File: config.mk
export PLATFORM = sky130hd
export DESIGN_NAME = byte_serial_addsub_ctrl_flat
export DESIGN_NICKNAME = d
export VERILOG_FILES = /design/src/rtl/byte_serial_addsub_ctrl_if.sv /design/src/rtl/byte_serial_addsub_ctrl.sv /design/src/flat_wrapper.sv
export SDC_FILE = /design/constraint.sdc
export NUM_CORES = 1
export LEC_CHECK = 0
export ABC_AREA = 1
export CAP_MARGIN = 30
export CELL_PAD_IN_SITES_DETAIL_PLACEMENT = 1
export CELL_PAD_IN_SITES_GLOBAL_PLACEMENT = 2
export CORE_AREA = 10 10 120 177
export CTS_BUF_LIST = sky130_fd_sc_hd__clkbuf_2 sky130_fd_sc_hd__clkbuf_4 sky130_fd_sc_hd__clkbuf_8
export DETAILED_ROUTE_END_ITERATION = 8
export DIE_AREA = 0 0 130 187
export PLACE_DENSITY_LB_ADDON = 0.1
export SYNTH_ARGS = -nofsm -noshare
export SYNTH_HDL_FRONTEND = slang
export SYNTH_SLANG_ARGS = --single-unit
File: constraint.sdc
create_clock -name clk -period 5.07 [get_ports clk]
set_input_delay 0.7605 -clock clk [delete_from_list [all_inputs] [get_ports clk]]
set_output_delay 0.7605 -clock clk [all_outputs]
set_load 0.1 [all_outputs]
File: src/rtl/byte_serial_addsub_ctrl_if.sv
// Operand/result handshake bundle for the byte-serial adder/subtractor.
// The slave modport is the arithmetic block; the master is the issuing side.
interface byte_serial_addsub_ctrl_if #(
  parameter int WIDTH = 32
);
  logic             in_valid;
  logic             in_ready;
  logic [WIDTH-1:0] a;
  logic [WIDTH-1:0] b;
  logic             mode;
  logic             out_valid;
  logic             out_ready;
  logic [WIDTH-1:0] sum;
  logic             cout;
  logic             ovf;
  logic             zero;

  modport slave (
    input  in_valid, a, b, mode, out_ready,
    output in_ready, out_valid, sum, cout, ovf, zero
  );

  modport master (
    output in_valid, a, b, mode, out_ready,
    input  in_ready, out_valid, sum, cout, ovf, zero
  );
endinterface

File: src/rtl/byte_serial_addsub_ctrl.sv
// WIDTH-bit add/subtract built from one 8-bit ripple adder reused once per byte,
// LSB first, with a registered carry linking the slices.
module rca8 (
  input  logic [7:0] a,
  input  logic [7:0] b,
  input  logic       cin,
  output logic [7:0] s,
  output logic       cout
);
  logic [8:0] c;

  assign c[0] = cin;

  generate
    for (genvar gi = 0; gi < 8; gi++) begin : g_fa
      assign s[gi]   = a[gi] ^ b[gi] ^ c[gi];
      assign c[gi+1] = (a[gi] & b[gi]) | (c[gi] & (a[gi] ^ b[gi]));
    end
  endgenerate

  assign cout = c[8];
endmodule

module byte_serial_addsub_ctrl #(
  parameter int WIDTH = 32
) (
  input  logic                     clk,
  input  logic                     rst_n,
  byte_serial_addsub_ctrl_if.slave bus
);
  localparam int NSLICE = WIDTH / 8;
  localparam int IDXW   = $clog2(NSLICE);

  typedef enum logic [1:0] {IDLE, RUN, DONE} state_t;

  state_t           state_q, state_d;
  logic [IDXW-1:0]  idx_q, idx_d;
  logic             carry_q, carry_d;
  logic [WIDTH-1:0] sum_q, sum_d;
  logic [WIDTH-1:0] a_q, a_d;
  logic [WIDTH-1:0] bm_q, bm_d;
  logic             mode_q, mode_d;

  logic [7:0] a_bytes  [NSLICE];
  logic [7:0] bm_bytes [NSLICE];
  logic [7:0] slice_a, slice_b, slice_s;
  logic       slice_cin, slice_cout;

  generate
    for (genvar gi = 0; gi < NSLICE; gi++) begin : g_bytes
      assign a_bytes[gi]  = a_q[8*gi +: 8];
      assign bm_bytes[gi] = bm_q[8*gi +: 8];
    end
  endgenerate

  // Slice 0 takes the subtract's +1 from mode; later slices take the stored carry.
  assign slice_a   = a_bytes[idx_q];
  assign slice_b   = bm_bytes[idx_q];
  assign slice_cin = (idx_q == '0) ? mode_q : carry_q;

  rca8 u_rca8 (
    .a    (slice_a),
    .b    (slice_b),
    .cin  (slice_cin),
    .s    (slice_s),
    .cout (slice_cout)
  );

  always_comb begin
    state_d = state_q;
    idx_d   = idx_q;
    carry_d = carry_q;
    sum_d   = sum_q;
    a_d     = a_q;
    bm_d    = bm_q;
    mode_d  = mode_q;
    case (state_q)
      IDLE: begin
        if (bus.in_valid) begin
          a_d     = bus.a;
          bm_d    = bus.b ^ {WIDTH{bus.mode}};
          mode_d  = bus.mode;
          idx_d   = '0;
          state_d = RUN;
        end
      end
      RUN: begin
        for (int i = 0; i < NSLICE; i++) begin
          if (idx_q == IDXW'(i)) begin
            sum_d[8*i +: 8] = slice_s;
          end
        end
        carry_d = slice_cout;
        if (idx_q == IDXW'(NSLICE - 1)) begin
          idx_d   = '0;
          state_d = DONE;
        end else begin
          idx_d = idx_q + IDXW'(1);
        end
      end
      DONE: begin
        if (bus.out_ready) begin
          state_d = IDLE;
        end
      end
      default: state_d = IDLE;
    endcase
  end

  // Operand registers are cleared too so ovf decodes to 0 straight out of reset.
  always_ff @(posedge clk) begin
    if (!rst_n) begin
      state_q <= IDLE;
      idx_q   <= '0;
      carry_q <= 1'b0;
      sum_q   <= '0;
      a_q     <= '0;
      bm_q    <= '0;
      mode_q  <= 1'b0;
    end else begin
      state_q <= state_d;
      idx_q   <= idx_d;
      carry_q <= carry_d;
      sum_q   <= sum_d;
      a_q     <= a_d;
      bm_q    <= bm_d;
      mode_q  <= mode_d;
    end
  end

  assign bus.in_ready  = (state_q == IDLE);
  assign bus.out_valid = (state_q == DONE);
  assign bus.sum       = sum_q;
  assign bus.cout      = carry_q;
  assign bus.ovf       = (a_q[WIDTH-1] == bm_q[WIDTH-1]) && (sum_q[WIDTH-1] != a_q[WIDTH-1]);
  assign bus.zero      = (sum_q == '0);
endmodule
File: src/flat_wrapper.sv
// flat-port wrapper written by rule: the top's interface ports become plain ports
module byte_serial_addsub_ctrl_flat 
#(
  parameter int WIDTH = 32
)
  (clk, rst_n, bus_in_valid, bus_a, bus_b, bus_mode, bus_out_ready, bus_in_ready, bus_out_valid, bus_sum, bus_cout, bus_ovf, bus_zero);
  byte_serial_addsub_ctrl_if #(.WIDTH(WIDTH)) bus_i ();
  input  logic clk;
  input  logic rst_n;
  input wire logic [$bits(bus_i.in_valid)-1:0] bus_in_valid;
  input wire logic [$bits(bus_i.a)-1:0] bus_a;
  input wire logic [$bits(bus_i.b)-1:0] bus_b;
  input wire logic [$bits(bus_i.mode)-1:0] bus_mode;
  input wire logic [$bits(bus_i.out_ready)-1:0] bus_out_ready;
  output wire logic [$bits(bus_i.in_ready)-1:0] bus_in_ready;
  output wire logic [$bits(bus_i.out_valid)-1:0] bus_out_valid;
  output wire logic [$bits(bus_i.sum)-1:0] bus_sum;
  output wire logic [$bits(bus_i.cout)-1:0] bus_cout;
  output wire logic [$bits(bus_i.ovf)-1:0] bus_ovf;
  output wire logic [$bits(bus_i.zero)-1:0] bus_zero;
  assign bus_i.in_valid = bus_in_valid;
  assign bus_i.a = bus_a;
  assign bus_i.b = bus_b;
  assign bus_i.mode = bus_mode;
  assign bus_i.out_ready = bus_out_ready;
  assign bus_in_ready = bus_i.in_ready;
  assign bus_out_valid = bus_i.out_valid;
  assign bus_sum = bus_i.sum;
  assign bus_cout = bus_i.cout;
  assign bus_ovf = bus_i.ovf;
  assign bus_zero = bus_i.zero;
  byte_serial_addsub_ctrl #(.WIDTH(WIDTH)) u_core (.clk(clk), .rst_n(rst_n), .bus(bus_i));
endmodule
# [Yosys cells after proc, flatten, opt, wreduce, memory -nomap -nowiden]
# Index checks and enable logic that the tools add are counted.
[classes] n_addsub=1 order_cmp=1 n_eq_ne=10 n_mux=14 n_bitwise=42 n_reduce_logical=12
[ops] operator="binary-select mux 8 bit (select 2 bit)" count=2
[ops] operator="zero test 32 bit" count=1
[ops] operator="two-way mux 8 bit" count=4
[ops] operator="bitwise XOR 32 bit" count=1
[ops] operator="AND 1 bit" count=16
[ops] operator="bitwise XOR 1 bit" count=16
[ops] operator="AND reduction 2 bit" count=6
[ops] operator="two-way mux 2 bit" count=5
[ops] operator="bitwise OR 1 bit" count=8
[ops] operator="== test 2 bit, second input constant" count=3
[ops] operator="one-hot mux 2 bit (3 select lines)" count=1
[ops] operator="== test 2 x 1 -> 1 bit, second input constant" count=2
[ops] operator="zero test 2 bit" count=2
[ops] operator="inequality test 2 bit, second input constant" count=2
[ops] operator="one-hot mux 2 bit (2 select lines)" count=1
[ops] operator=">= comparator 3 bit, second input constant" count=1
[ops] operator="inverter 2 -> 3 bit" count=1
[ops] operator="AND reduction 3 bit" count=1
[ops] operator="adder 2 x 1 -> 2 bit, second input constant" count=1
[ops] operator="inequality test 2 x 1 -> 1 bit, second input constant" count=1
[ops] operator="nonzero test 2 bit" count=1
[ops] operator="== test 1 bit" count=1
[ops] operator="logical AND 1 bit" count=1
[ops] operator="two-way mux 1 bit" count=1
[ops] operator="inequality test 1 bit" count=1
[word_totals] regBits=102 in_bits=69 output_inout_bits=37 wordCells=90

# [Depth between registers and ports, before layout]
# Gate-level depths: netlist of run 1.
[depth] depth_word=21 depth_mapped=18 ltp_nobuf=17

# [Hierarchy]
# Synthesis of run 1 repeated with hierarchy kept, for this count alone.
[unflattened] cells_unflattened=770 hier_area_um2=4987.3
[modules_own_cells] mod="byte_serial_addsub_ctrl" n_inst=1 cells_per_inst=752 area_per_inst_um2=4789.6 seq_area_each_um2=2042.0
[modules_own_cells] mod="rca8" n_inst=1 cells_per_inst=18 area_per_inst_um2=197.7 seq_area_each_um2=0.0

# [Worst setup path after synthesis of run 1]
# Ideal clock, no wire load.
[synth_timing] path_kind="reg2reg" from="register u_core.idx_q[0]" to="register u_core.sum_q[7], in the netlist u_core.bus.sum[7]" setup_time_ps=67 arrival_ps=4202 setup_slack_ps=801 stages_incl_launch_ff=18 n_path_buf=1 period_less_slack_ps=4269 cell_sequence="dfxtp_1 > inv_1 > buf_1 > ha_1 > mux2i_1 > fa_1 > fa_1 > inv_1 > fa_1 > fa_1 > fa_1 > fa_1 > fa_1 > inv_1 > fa_1 > inv_1 > nor2_1 > nor2_1"
[synth_via] elab_chain_len=20 word_cells_on_any_way=40 classes_between="mux (7); bitwise (31); reduce/logical (2)"
[synth_lines] item="start, declared" line_no="byte_serial_addsub_ctrl.sv:37" rtl="logic [IDXW-1:0] idx_q, idx_d;"
[synth_lines] item="start signal, assigned" line_no="byte_serial_addsub_ctrl.sv:122" rtl="idx_q <= idx_d;"
[synth_lines] item="inverter 2 -> 3 bit (not written as such)" line_no="byte_serial_addsub_ctrl.sv:57, byte_serial_addsub_ctrl.sv:58"
[synth_lines] item="binary-select mux 8 bit (select 2 bit) (on tied branches)" line_no="byte_serial_addsub_ctrl.sv:57, byte_serial_addsub_ctrl.sv:58"
[synth_lines] item="two-way mux 8 bit (on tied branches) (2 in a row)" line_no="byte_serial_addsub_ctrl.sv:57, byte_serial_addsub_ctrl.sv:58"
[synth_lines] item="bitwise XOR 1 bit" line_no="byte_serial_addsub_ctrl.sv:17" rtl="assign c[gi+1] = (a[gi] & b[gi]) | (c[gi] & (a[gi] ^ b[gi]));"
[synth_lines] item="AND 1 bit" line_no="byte_serial_addsub_ctrl.sv:17"
[synth_lines] item="bitwise OR 1 bit" line_no="byte_serial_addsub_ctrl.sv:17"
[synth_lines] item="AND 1 bit" line_no="byte_serial_addsub_ctrl.sv:17"
[synth_lines] item="bitwise OR 1 bit" line_no="byte_serial_addsub_ctrl.sv:17"
[synth_lines] item="[3 not listed]"
[synth_lines] item="bitwise OR 1 bit" line_no="byte_serial_addsub_ctrl.sv:17"
[synth_lines] item="AND 1 bit" line_no="byte_serial_addsub_ctrl.sv:17"
[synth_lines] item="bitwise OR 1 bit" line_no="byte_serial_addsub_ctrl.sv:17"
[synth_lines] item="AND 1 bit" line_no="byte_serial_addsub_ctrl.sv:17"
[synth_lines] item="bitwise OR 1 bit" line_no="byte_serial_addsub_ctrl.sv:17"
[synth_lines] item="AND 1 bit" line_no="byte_serial_addsub_ctrl.sv:17"
[synth_lines] item="bitwise OR 1 bit" line_no="byte_serial_addsub_ctrl.sv:17"
[synth_lines] item="bitwise XOR 1 bit" line_no="byte_serial_addsub_ctrl.sv:16" rtl="assign s[gi] = a[gi] ^ b[gi] ^ c[gi];"
[synth_lines] item="end signal, assigned" line_no="byte_serial_addsub_ctrl.sv:124" rtl="sum_q <= sum_d;"
[synth_lines] item="end, declared" line_no="byte_serial_addsub_ctrl.sv:39" rtl="logic [WIDTH-1:0] sum_q, sum_d;"
# Parallel ways exist; a longest one is shown, timed or not. The select of a mux whose other input is x is not followed.
# A chain may end at the register's enable or synchronous reset.

# [Worst setup path in the final report of run 1]
[layout_timing] from="register u_core.idx_q[0]" to="register u_core.sum_q[31], in the netlist u_core.bus.sum[31]"
# The elaborated chain is that of the path after synthesis.

==> summary.txt, run 1 <==
RSZ-0062 raised after global routing: no
CP max FO: 16
Routed Antenna Nets: 0
Clock Sinks: 102
Power Total: 2020 uW
Synth area leaders: dfxtp_1 (41%), nor2_1 (18%), nand2_1 (16%)
Worst Reg2Reg Path Length in Cells: 16
DRC: 0
Reg-to-reg slack, setup: 630 ps
Period utilization: 87.6%
Drt pass-1 iters: 4
Final non-filler cell total: 1084
Area Growth Syn to Fin: 27.9%
Worst vdd ir: 111 uV
Commonest non-fill, non-tap cell in the layout: nor2_1
Total wire length: 16900 um
Starting density of the core: 27.4%
Top-Level Pins: 106
Synthesized area: 4970 um2
Clock buffer depth: 2
Count of cell types in the netlist: 20
Post-CTS Hold Fix Bufs: 0
Critical R2R Capture: u_core.bus.sum[31]
Height of the die: 187 um
P_leak: 0.00296 uW
WP data arrival: 4750 ps
Slew Limit Fails: 0
Row cnt: 61
Core Area: 18200 um2
Drt first-iter violations: 189
Fmax: 225 MHz
Antenna diodes: 0
DIE AREA: 24300 um2
Dpl cells: 1068
WP data required: 5380 ps
Worst setup path class: reg -> reg
Initial antenna violation count: 0
CP startpoint kind: register
Post-Syn Instances: 776
Yosys top cell area share: 41.1%
Layout cells sized above 1: 3.36%
CTS tree: done
Clk slew on worst S/H paths: 100 ps
Hold Crit Class: reg -> reg
Commonest cells after routing, fill and taps aside: nor2_1 (242), nand2_1 (208), clkdlybuf4s50_1 (104), dfxtp_1 (102), o21ai_0 (86)
Rel. slew slack: 32.9%
Critical Path End Type: register
Post-synth top area cell: dfxtp_1
First-pass GRT wire length: 27300 um
Final Hold Violating Endpoints: 0
Vias in the first global route: 5307
Synthesized area per cell: 6.41 um2
Routability Congestion: 0.794
Overflow left after global routing: 0
Post-CTS Setup Bufs: 0
Root buf cell: clkbuf_8
Hold Startpoint: u_core.bm_q[12]
IO Port Bufs: 105
Clk_lat worst skew: 380 ps
H-tree depth: 3
Worst-margin pin slew: 1000 ps
Via count: 4904
Seq/Total Area, Yosys: 41.1%
Post-DR vias/cell: 4.52
Worst Hold Depth: 2
TNS Setup: 0 ps
Worst R2R Start: u_core.idx_q[0]
Final net count: 940
Number of buffers created by CTS: 9
Pwr per Cell Area: 317 nW/um2
Post-Syn Nets: 857
Die X: 130 um
Avg WL per Cell: 15.6 um
Skew final: 17.9 ps
Minimum clock period: 4440 ps
Hold Path End: u_core.bm_q[12]
Post-detail-place hpwl: 13300 um
Number of synthesized register bits: 102
GRT Overall Usage: 14.1%
Yosys warns: 0
PostCTS Resize Cnt: 0
Largest net degree at the start of global routing: 76
# setup viols final: 0
Status: finished, final reports clean
Max Cap Violations: 0
==> where the power goes <==
| part | internal, uW | switching, uW |
|---|---|---|
| Clock | 254 | 301 |
| Combinational | 181 | 374 |
| Sequential | 861 | 45.5 |
==> flip-flops by register name, summed over array words and instances (netlist names) <==
register / cells
u_core.bus.cout: 1
u_core.a_q: 32
u_core.mode_q: 1
u_core.idx_q: 2
u_core.state_q: 2
u_core.bm_q: 32
u_core.bus.sum: 32
==> kinds of logic after synthesis <==
kind of cell	after synthesis	share of synthesized area [%]
AND/OR/NAND/NOR	469	36.2
AO/OA/AOI/OAI	102	10.5
flip-flops	102	41.1
buffers and inverters	90	7.78
adder cells (fa/ha/maj)	12	4.23
multiplexers	1	0.201
==> worst max-delay path, cell delays in order (launching register included) <==
cell and delay, ps:
dfxtp_1 320, inv_1 370, ha_1 290, mux2i_1 240, fa_1 220, fa_1 170, inv_1 50, fa_1 380
fa_1 400, fa_1 390, fa_1 390, fa_1 390, inv_1 80, fa_1 400, inv_1 120, nor2_1 60
nor2_1 100
==> stage by stage <==
stage / cell area [um2] / worst slack (ps) / utilization, % / hold slack (ps)
floorplan: 4970 / 801 / - / 449
global route: 6360 / 361 / 35.0 / 524
detailed placement: 6150 / 675 / 33.8 / 474
finish: 6360 / 628 / 35.0 / 491
CTS: 6360 / 631 / 35.0 / 496
global placement: 6150 / 775 / 33.8 / 473
==> metal layers <==
layer / share of wire, % / up-vias / GRT usage (%)
met4: 2.0 / 0 / 4.56
met3: 3.1 / 16 / 2.41
li1: - / 2556 / -
met1: 39 / 2255 / 14.6
met2: 56 / 77 / 27.2
met5: 0 / - / 0
==> how the worst max path moves through the flow <==
stage / from / endpoint / slack (ps)
floorplan: u_core.idx_q[0] / u_core.bus.sum[7] / 800
CTS: u_core.idx_q[0] / u_core.bus.sum[31] / 630
global route: u_core.idx_q[0] / u_core.bus.sum[31] / 360
detailed placement: u_core.idx_q[0] / u_core.bus.sum[15] / 680
finish: u_core.idx_q[0] / u_core.bus.sum[31] / 630
global placement: u_core.idx_q[0] / u_core.bus.sum[15] / 780
==> synthesized netlist by cell type <==
cell type / instances
fa_1: 8
ha_1: 4
inv_1: 49
nor2_1: 242
inv_2: 1
nand2_2: 1
dfxtp_1: 102
nor2_2: 1
o22ai_1: 10
o21ai_0: 86
nor2_4: 1
clkbuf_1: 19
buf_6: 4
nand2_4: 1
buf_1: 2
nand2_1: 208
a21oi_1: 6
nand3_1: 15
mux2i_1: 1
buf_2: 15
==> final cells by class <==
class                   instances  area, um2
repair buffers                112       1100
flip-flops and latches        102       2040
fillers                      2350      11800
clock inverters                 5       65.1
well taps                     220        275
inverters                      50        188
multi-input cells             584       2540
clock buffers                  11        145
No activity file was read; power rests on OpenSTA's default activity.
==> run 2, diff against run 1 <==
clock period = 4.35 ns   (was 5.07 ns; I/O delays follow)
==> run 2 against run 1 <==
- power rose by 20%
- cell area rose by 1.1%
- hold slack got worse by 4.3 ps
- non-clock buffer count rose by 2
- via count rose by 0.37%
- combinational power rose by 19%
- critical path depth rose by 1
- clock skew fell by 6.5 ps
- register-to-register slack got worse by 360 ps
==> summary.txt, run 2 (synthesis results as in run 1) <==
Slew Limit Fails: 0 (unchanged)
# setup viols final: 0 (unchanged)
H-tree depth: 3 (unchanged)
Critical Path End Type: register
Top-Level Pins: 106 (unchanged)
Number of buffers created by CTS: 9 (unchanged)
Routed Antenna Nets: 0 (unchanged)
Drt first-iter violations: 273 (+44%)
Minimum clock period: 4080 ps (-357 ps)
Period utilization: 93.9% (+6.3 points)
Final Hold Violating Endpoints: 0 (unchanged)
Area Growth Syn to Fin: 29.2%
Die X: 130 um (unchanged)
Row cnt: 61 (unchanged)
Antenna diodes: 0 (unchanged)
Dpl cell area: 6170 um2 (+0.45%)
Clock buffer depth: 2 (unchanged)
Rel. slew slack: 33.0% (+0.16 points)
Post-CTS Setup Bufs: 0 (unchanged)
IO Port Bufs: 105 (unchanged)
Worst-margin pin slew: 1000 ps (-2.44 ps)
Clock Sinks: 102 (unchanged)
First-pass GRT wire length: 27400 um (+0.51%)
Largest net degree at the start of global routing: 75 (-1.3%)
Fmax: 245 MHz (+8.7%)
Starting density of the core: 27.4% (unchanged)
CP startpoint kind: register
Post-DR vias/cell: 4.54 (+0.37%)
Commonest non-fill, non-tap cell in the layout: nor2_1
Via count: 4922 (+0.37%)
Skew final: 11.4 ps (-6.51 ps)
Drt pass-1 iters: 4 (unchanged)
Reg-to-reg slack, setup: 270 ps (-360 ps)
PostCTS Resize Cnt: 0 (unchanged)
Max Cap Violations: 0 (unchanged)
Worst setup path class: reg -> reg
CTS tree: done
DRC: 0 (unchanged)
Post-detail-place hpwl: 13700 um (+2.9%)
Height of the die: 187 um (unchanged)
WP data required: 4650 ps (-730 ps)
Worst vdd ir: 127 uV (+14%)
Clk slew on worst S/H paths: 90 ps (about the same)
Routability Congestion: 0.808 (+1.9%)
P_leak: 0.00297 uW (+0.52%)
Avg WL per Cell: 15.9 um (+2.3%)
Total wire length: 17300 um (+2.3%)
Root buf cell: clkbuf_8
Post-CTS Hold Fix Bufs: 0 (unchanged)
Fillcell total: 2354 (+0.17%)
Commonest cells after routing, fill and taps aside: nor2_1 (242), nand2_1 (208), clkdlybuf4s50_1 (104), dfxtp_1 (102), o21ai_0 (86)
Clk_lat worst skew: 360 ps (-20 ps)
Overflow left after global routing: 0 (unchanged)
Initial antenna violation count: 0 (unchanged)
Core Area: 18200 um2 (unchanged)
CP max FO: 17 (+1)
Vias in the first global route: 5303 (-0.075%)
TNS Setup: 0 ps (unchanged)
Hold Crit Class: reg -> reg
WP data arrival: 4380 ps (-370 ps)
RSZ-0062 raised after global routing: no
Status: finished, final reports clean
GRT Overall Usage: 14.2% (+0.13 points)
Pwr per Cell Area: 377 nW/um2 (+19%)
Layout cells sized above 1: 3.82% (+0.46 points)
Fin area: 6420 um2 (+1.1%)
DIE AREA: 24300 um2 (unchanged)
Power Total: 2420 uW (+20%)
Final net count: 942 (+0.21%)
## run 2: changes by cell type in the layout (fill, tap and decap cells not counted), sizes merged
cell / before / now
inv: 53 / 50
buf: 8 / 10
bufinv: 1 / 3
clkbuf: 11 / 10
clkinv: 1 / 0
clkinvlp: 0 / 1
## run 2: metrics by stage
| stage | cells | hold WS (ps) | setup slack, ps | utilization [%] |
|---|---|---|---|---|
| finish | 1084 | 487 | 265 | 35.4 |
| global route | 1084 | 514 | 35.5 | 35.4 |
| CTS | 1084 | 497 | 181 | 35.2 |
| detailed placement | 1070 | 475 | 206 | 34.0 |
| global placement | 1070 | 472 | 344 | 34.0 |
| floorplan | 776 | 449 | 80.6 | - |
## run 2: final cells by class
cell class	count	area, um2	area share, %
clock buffer	10	131	2.04
timing repair buffer	114	1130	17.6
clock inverter	4	97.6	1.52
sequential	102	2040	31.8
inverter	50	188	2.92
multi-input combinational	584	2560	39.9
tap	220	275	4.28
## run 2: where the power goes
| group | switching [uW] | internal [uW] | leakage [uW] |
|---|---|---|---|
| clock | 321 | 383 | 0.000112 |
| combinational | 440 | 218 | 0.00202 |
| sequential | 54.8 | 1000 | 0.000840 |
| total | 816 | 1600 | 0.00297 |
## run 2: per-layer routing
| metal | wire length [um] | vias to the layer above | track usage (%) |
|---|---|---|---|
| met4 | 453 | 0 | 5.08 |
| met1 | 6630 | 2264 | 14.5 |
| li1 | - | 2552 | - |
| met5 | 0 | - | 0 |
| met2 | 9680 | 87 | 27.6 |
| met3 | 507 | 19 | 2.16 |
## run 2: worst max-delay path, stage by stage, from the launching register on
cell     delay (ps)
dfxtp_1         320
inv_1           100
buf_4           230
nand3_1          90
nand2_1         110
fa_2            210
fa_1            160
inv_1            50
fa_1            380
fa_1            390
fa_1            400
fa_1            390
fa_1            400
inv_1            80
fa_1            400
inv_1           110
nor2_1           60
nor2_1          120
## run 2: worst paths after layout
check	startpoint	end	depth (start not counted)
worst max-delay path	u_core.idx_q[1]	u_core.bus.sum[7]	17
worst min-delay path	u_core.bm_q[21]	u_core.bm_q[21]	2
worst max register to register	u_core.idx_q[1]	u_core.bus.sum[7]	17
worst min register to register	u_core.bm_q[21]	u_core.bm_q[21]	2
==> run 3, diff against run 2 <==
MAX_ROUTING_LAYER = met4   (was not set)
PLACE_DENSITY = 0.81   (was not set)
PLACE_DENSITY_LB_ADDON = not set   (was 0.1)
RECOVER_POWER = 100   (was not set)
==> run 3 against run 2 <==
- sequential cell count unchanged
- combinational power down 3%
- via count down 0.18%
- highest routed layer unchanged
- critical path type unchanged
- clock-buffer cell count up 1
- largest cell class unchanged
- register-to-register slack about the same
- the flow now finishes with violations (max-capacitance violations, max-slew violations)
==> summary.txt, run 3 (synthesis results as in run 1) <==
Minimum clock period: 4090 ps (+7.30 ps)
Clock Sinks: 102 (unchanged)
Comb power frac: 28.1% (+0.9 points)
First-pass GRT wire length: 25900 um (-5.5%)
Hold Crit Class: reg -> reg
WP data required: 4650 ps (about the same)
Height of the die: 187 um (unchanged)
Area Growth Syn to Fin: 28.1%
H-tree depth: 3 (unchanged)
Fillcell total: 2327 (-1.1%)
Avg WL per Cell: 15.2 um (-4.8%)
Pwr per Cell Area: 358 nW/um2 (-5.0%)
Internal power: 1450 uW (-9.5%)
Die X: 130 um (unchanged)
Worst-margin pin slew: 1950 ps (+953 ps)
Worst slack at placement: 103 ps (-103 ps)
WP data arrival: 4400 ps (+20 ps)
Fmax: 244 MHz (-0.18%)
Drt pass-1 iters: 4 (unchanged)
Layout cells sized above 1: 3.58% (-0.24 points)
Worst vdd ir: 126 uV (-1.2%)
Total wire length: 16500 um (-4.7%)
Commonest cells after routing, fill and taps aside: nor2_1 (242), nand2_1 (208), dfxtp_1 (102), o21ai_0 (86), clkdlybuf4s50_1 (67)
Clk slew on worst S/H paths: 100 ps (about the same)
Critical Path End Type: register
Rel. slew slack: -30.3% (-63 points)
Core Area: 18200 um2 (unchanged)
Post-DR vias/cell: 4.53 (-0.27%)
Sequential Power Share: 46.3% (+2.6 points)
Worst setup path class: reg -> reg
Overflow left after global routing: 0 (unchanged)
Final net count: 941 (-0.11%)
Root buf cell: clkbuf_8
Worst Slack Setup Final: 258 ps (-7.30 ps)
Max Cap Violations: 2 (+2)
TNS Setup: 0 ps (unchanged)
Drt first-iter violations: 349 (+28%)
DRC: 0 (unchanged)
Final non-filler cell total: 1085 (+0.092%)
CP startpoint kind: register
Antenna diodes: 0 (unchanged)
P_leak: 0.00306 uW (+3.1%)
DIE AREA: 24300 um2 (unchanged)
Skew final: 13.2 ps (+1.74 ps)
Final Hold Violating Endpoints: 0 (unchanged)
GRT Overall Usage: 13.8% (-0.36 points)
Row cnt: 61 (unchanged)
# setup viols final: 0 (unchanged)
Routability Congestion: 0.849 (+5.1%)
Reg-to-reg slack, setup: 260 ps (about the same)
Net switching power: 827 uW (+1.4%)
Failing checks: max-capacitance violations, max-slew violations
Largest net degree at the start of global routing: 62 (-17%)
Vias in the first global route: 5062 (-4.5%)
Final Util: 35.1% (-0.30 points)
Clk_lat worst skew: 380 ps (+20 ps)
Via count: 4913 (-0.18%)
Power Total: 2280 uW (-5.8%)
IO Port Bufs: 105 (unchanged)
Initial antenna violation count: 0 (unchanged)
Power share of the clock group: 25.5% (-3.6 points)
Post-detail-place hpwl: 12900 um (-5.7%)
CTS tree: done
Post-CTS Hold Fix Bufs: 0 (unchanged)
CP max FO: 7 (-10)
Period utilization: 94.1% (+0.17 points)
Number of buffers created by CTS: 9 (unchanged)
Switch share: 36.3% (+2.6 points)
Status: complete, but fails checks
Routed Antenna Nets: 0 (unchanged)
Slew Limit Fails: 102 (+102)
Starting density of the core: 27.4% (unchanged)
Dpl cells: 1069 (-0.093%)
Clock buffer depth: 2 (unchanged)
Top-Level Pins: 106 (unchanged)
Commonest non-fill, non-tap cell in the layout: nor2_1
RSZ-0062 raised after global routing: no
-- run 3: power groups by stage --
| stage | clock, uW | combinational [uW] | sequential [uW] |
|---|---|---|---|
| 6_report | 582 | 641 | 1060 |
| 5_1_grt | 636 | 714 | 1060 |
| 4_1_cts | 603 | 661 | 1060 |
| 3_5_place_dp | 0 | 659 | 1080 |
| 3_3_place_gp | 0 | 651 | 1080 |
| 2_1_floorplan | 0 | 337 | 1150 |
-- run 3: metal layers --
metal  track usage (%)  wire (um)  vias to the layer above
met5                 -          0                        -
met4              4.08        272                        0
met3              1.82        408                       16
met2              26.7       9230                       72
met1              13.8       6540                     2276
li1                  -          -                     2549
-- run 3: stage by stage --
step | hold WS, ps | area [um2]
after floorplan | 449 | 4970
after global placement | 460 | 6190
after detailed placement | 465 | 6190
after CTS | 488 | 6380
after global routing | 520 | 6370
final | 489 | 6370
-- run 3: worst max-delay path, stage by stage (launching register included) --
cell and delay (ps):
dfxtp_1 360, inv_4 110, ha_2 210, mux2i_1 220
fa_1 210, fa_1 160, inv_1 50, fa_1 380
fa_1 390, fa_1 410, fa_1 400, fa_1 380
inv_1 80, fa_1 420, inv_2 100, nor2_1 50
nor2_1 100
-- run 3: timing repair --
item | 4_1_cts | 5_1_grt
setup buffers | 0 | 0
gates resized for setup | 0 | 5
setup endpoints to repair | 0 | 4
-- run 3: path summary, 6_finish.rpt --
| path | end | depth (start not counted) | start |
|---|---|---|---|
| worst max-delay path | u_core.bus.sum[23] | 16 | u_core.idx_q[0] |
| worst min-delay path | u_core.bm_q[12] | 2 | u_core.bm_q[12] |
| worst max register to register | u_core.bus.sum[23] | 16 | u_core.idx_q[0] |
| worst min register to register | u_core.bm_q[12] | 2 | u_core.bm_q[12] |
-- run 3: cell type report --
type	instances	area, um2	area share [%]
tap	220	275	4.32
inverter	50	190	2.99
timing repair buffer	113	1130	17.7
clock buffer	11	145	2.28
clock inverter	5	42.5	0.668
multi-input combinational	584	2540	40.0
sequential	102	2040	32.1
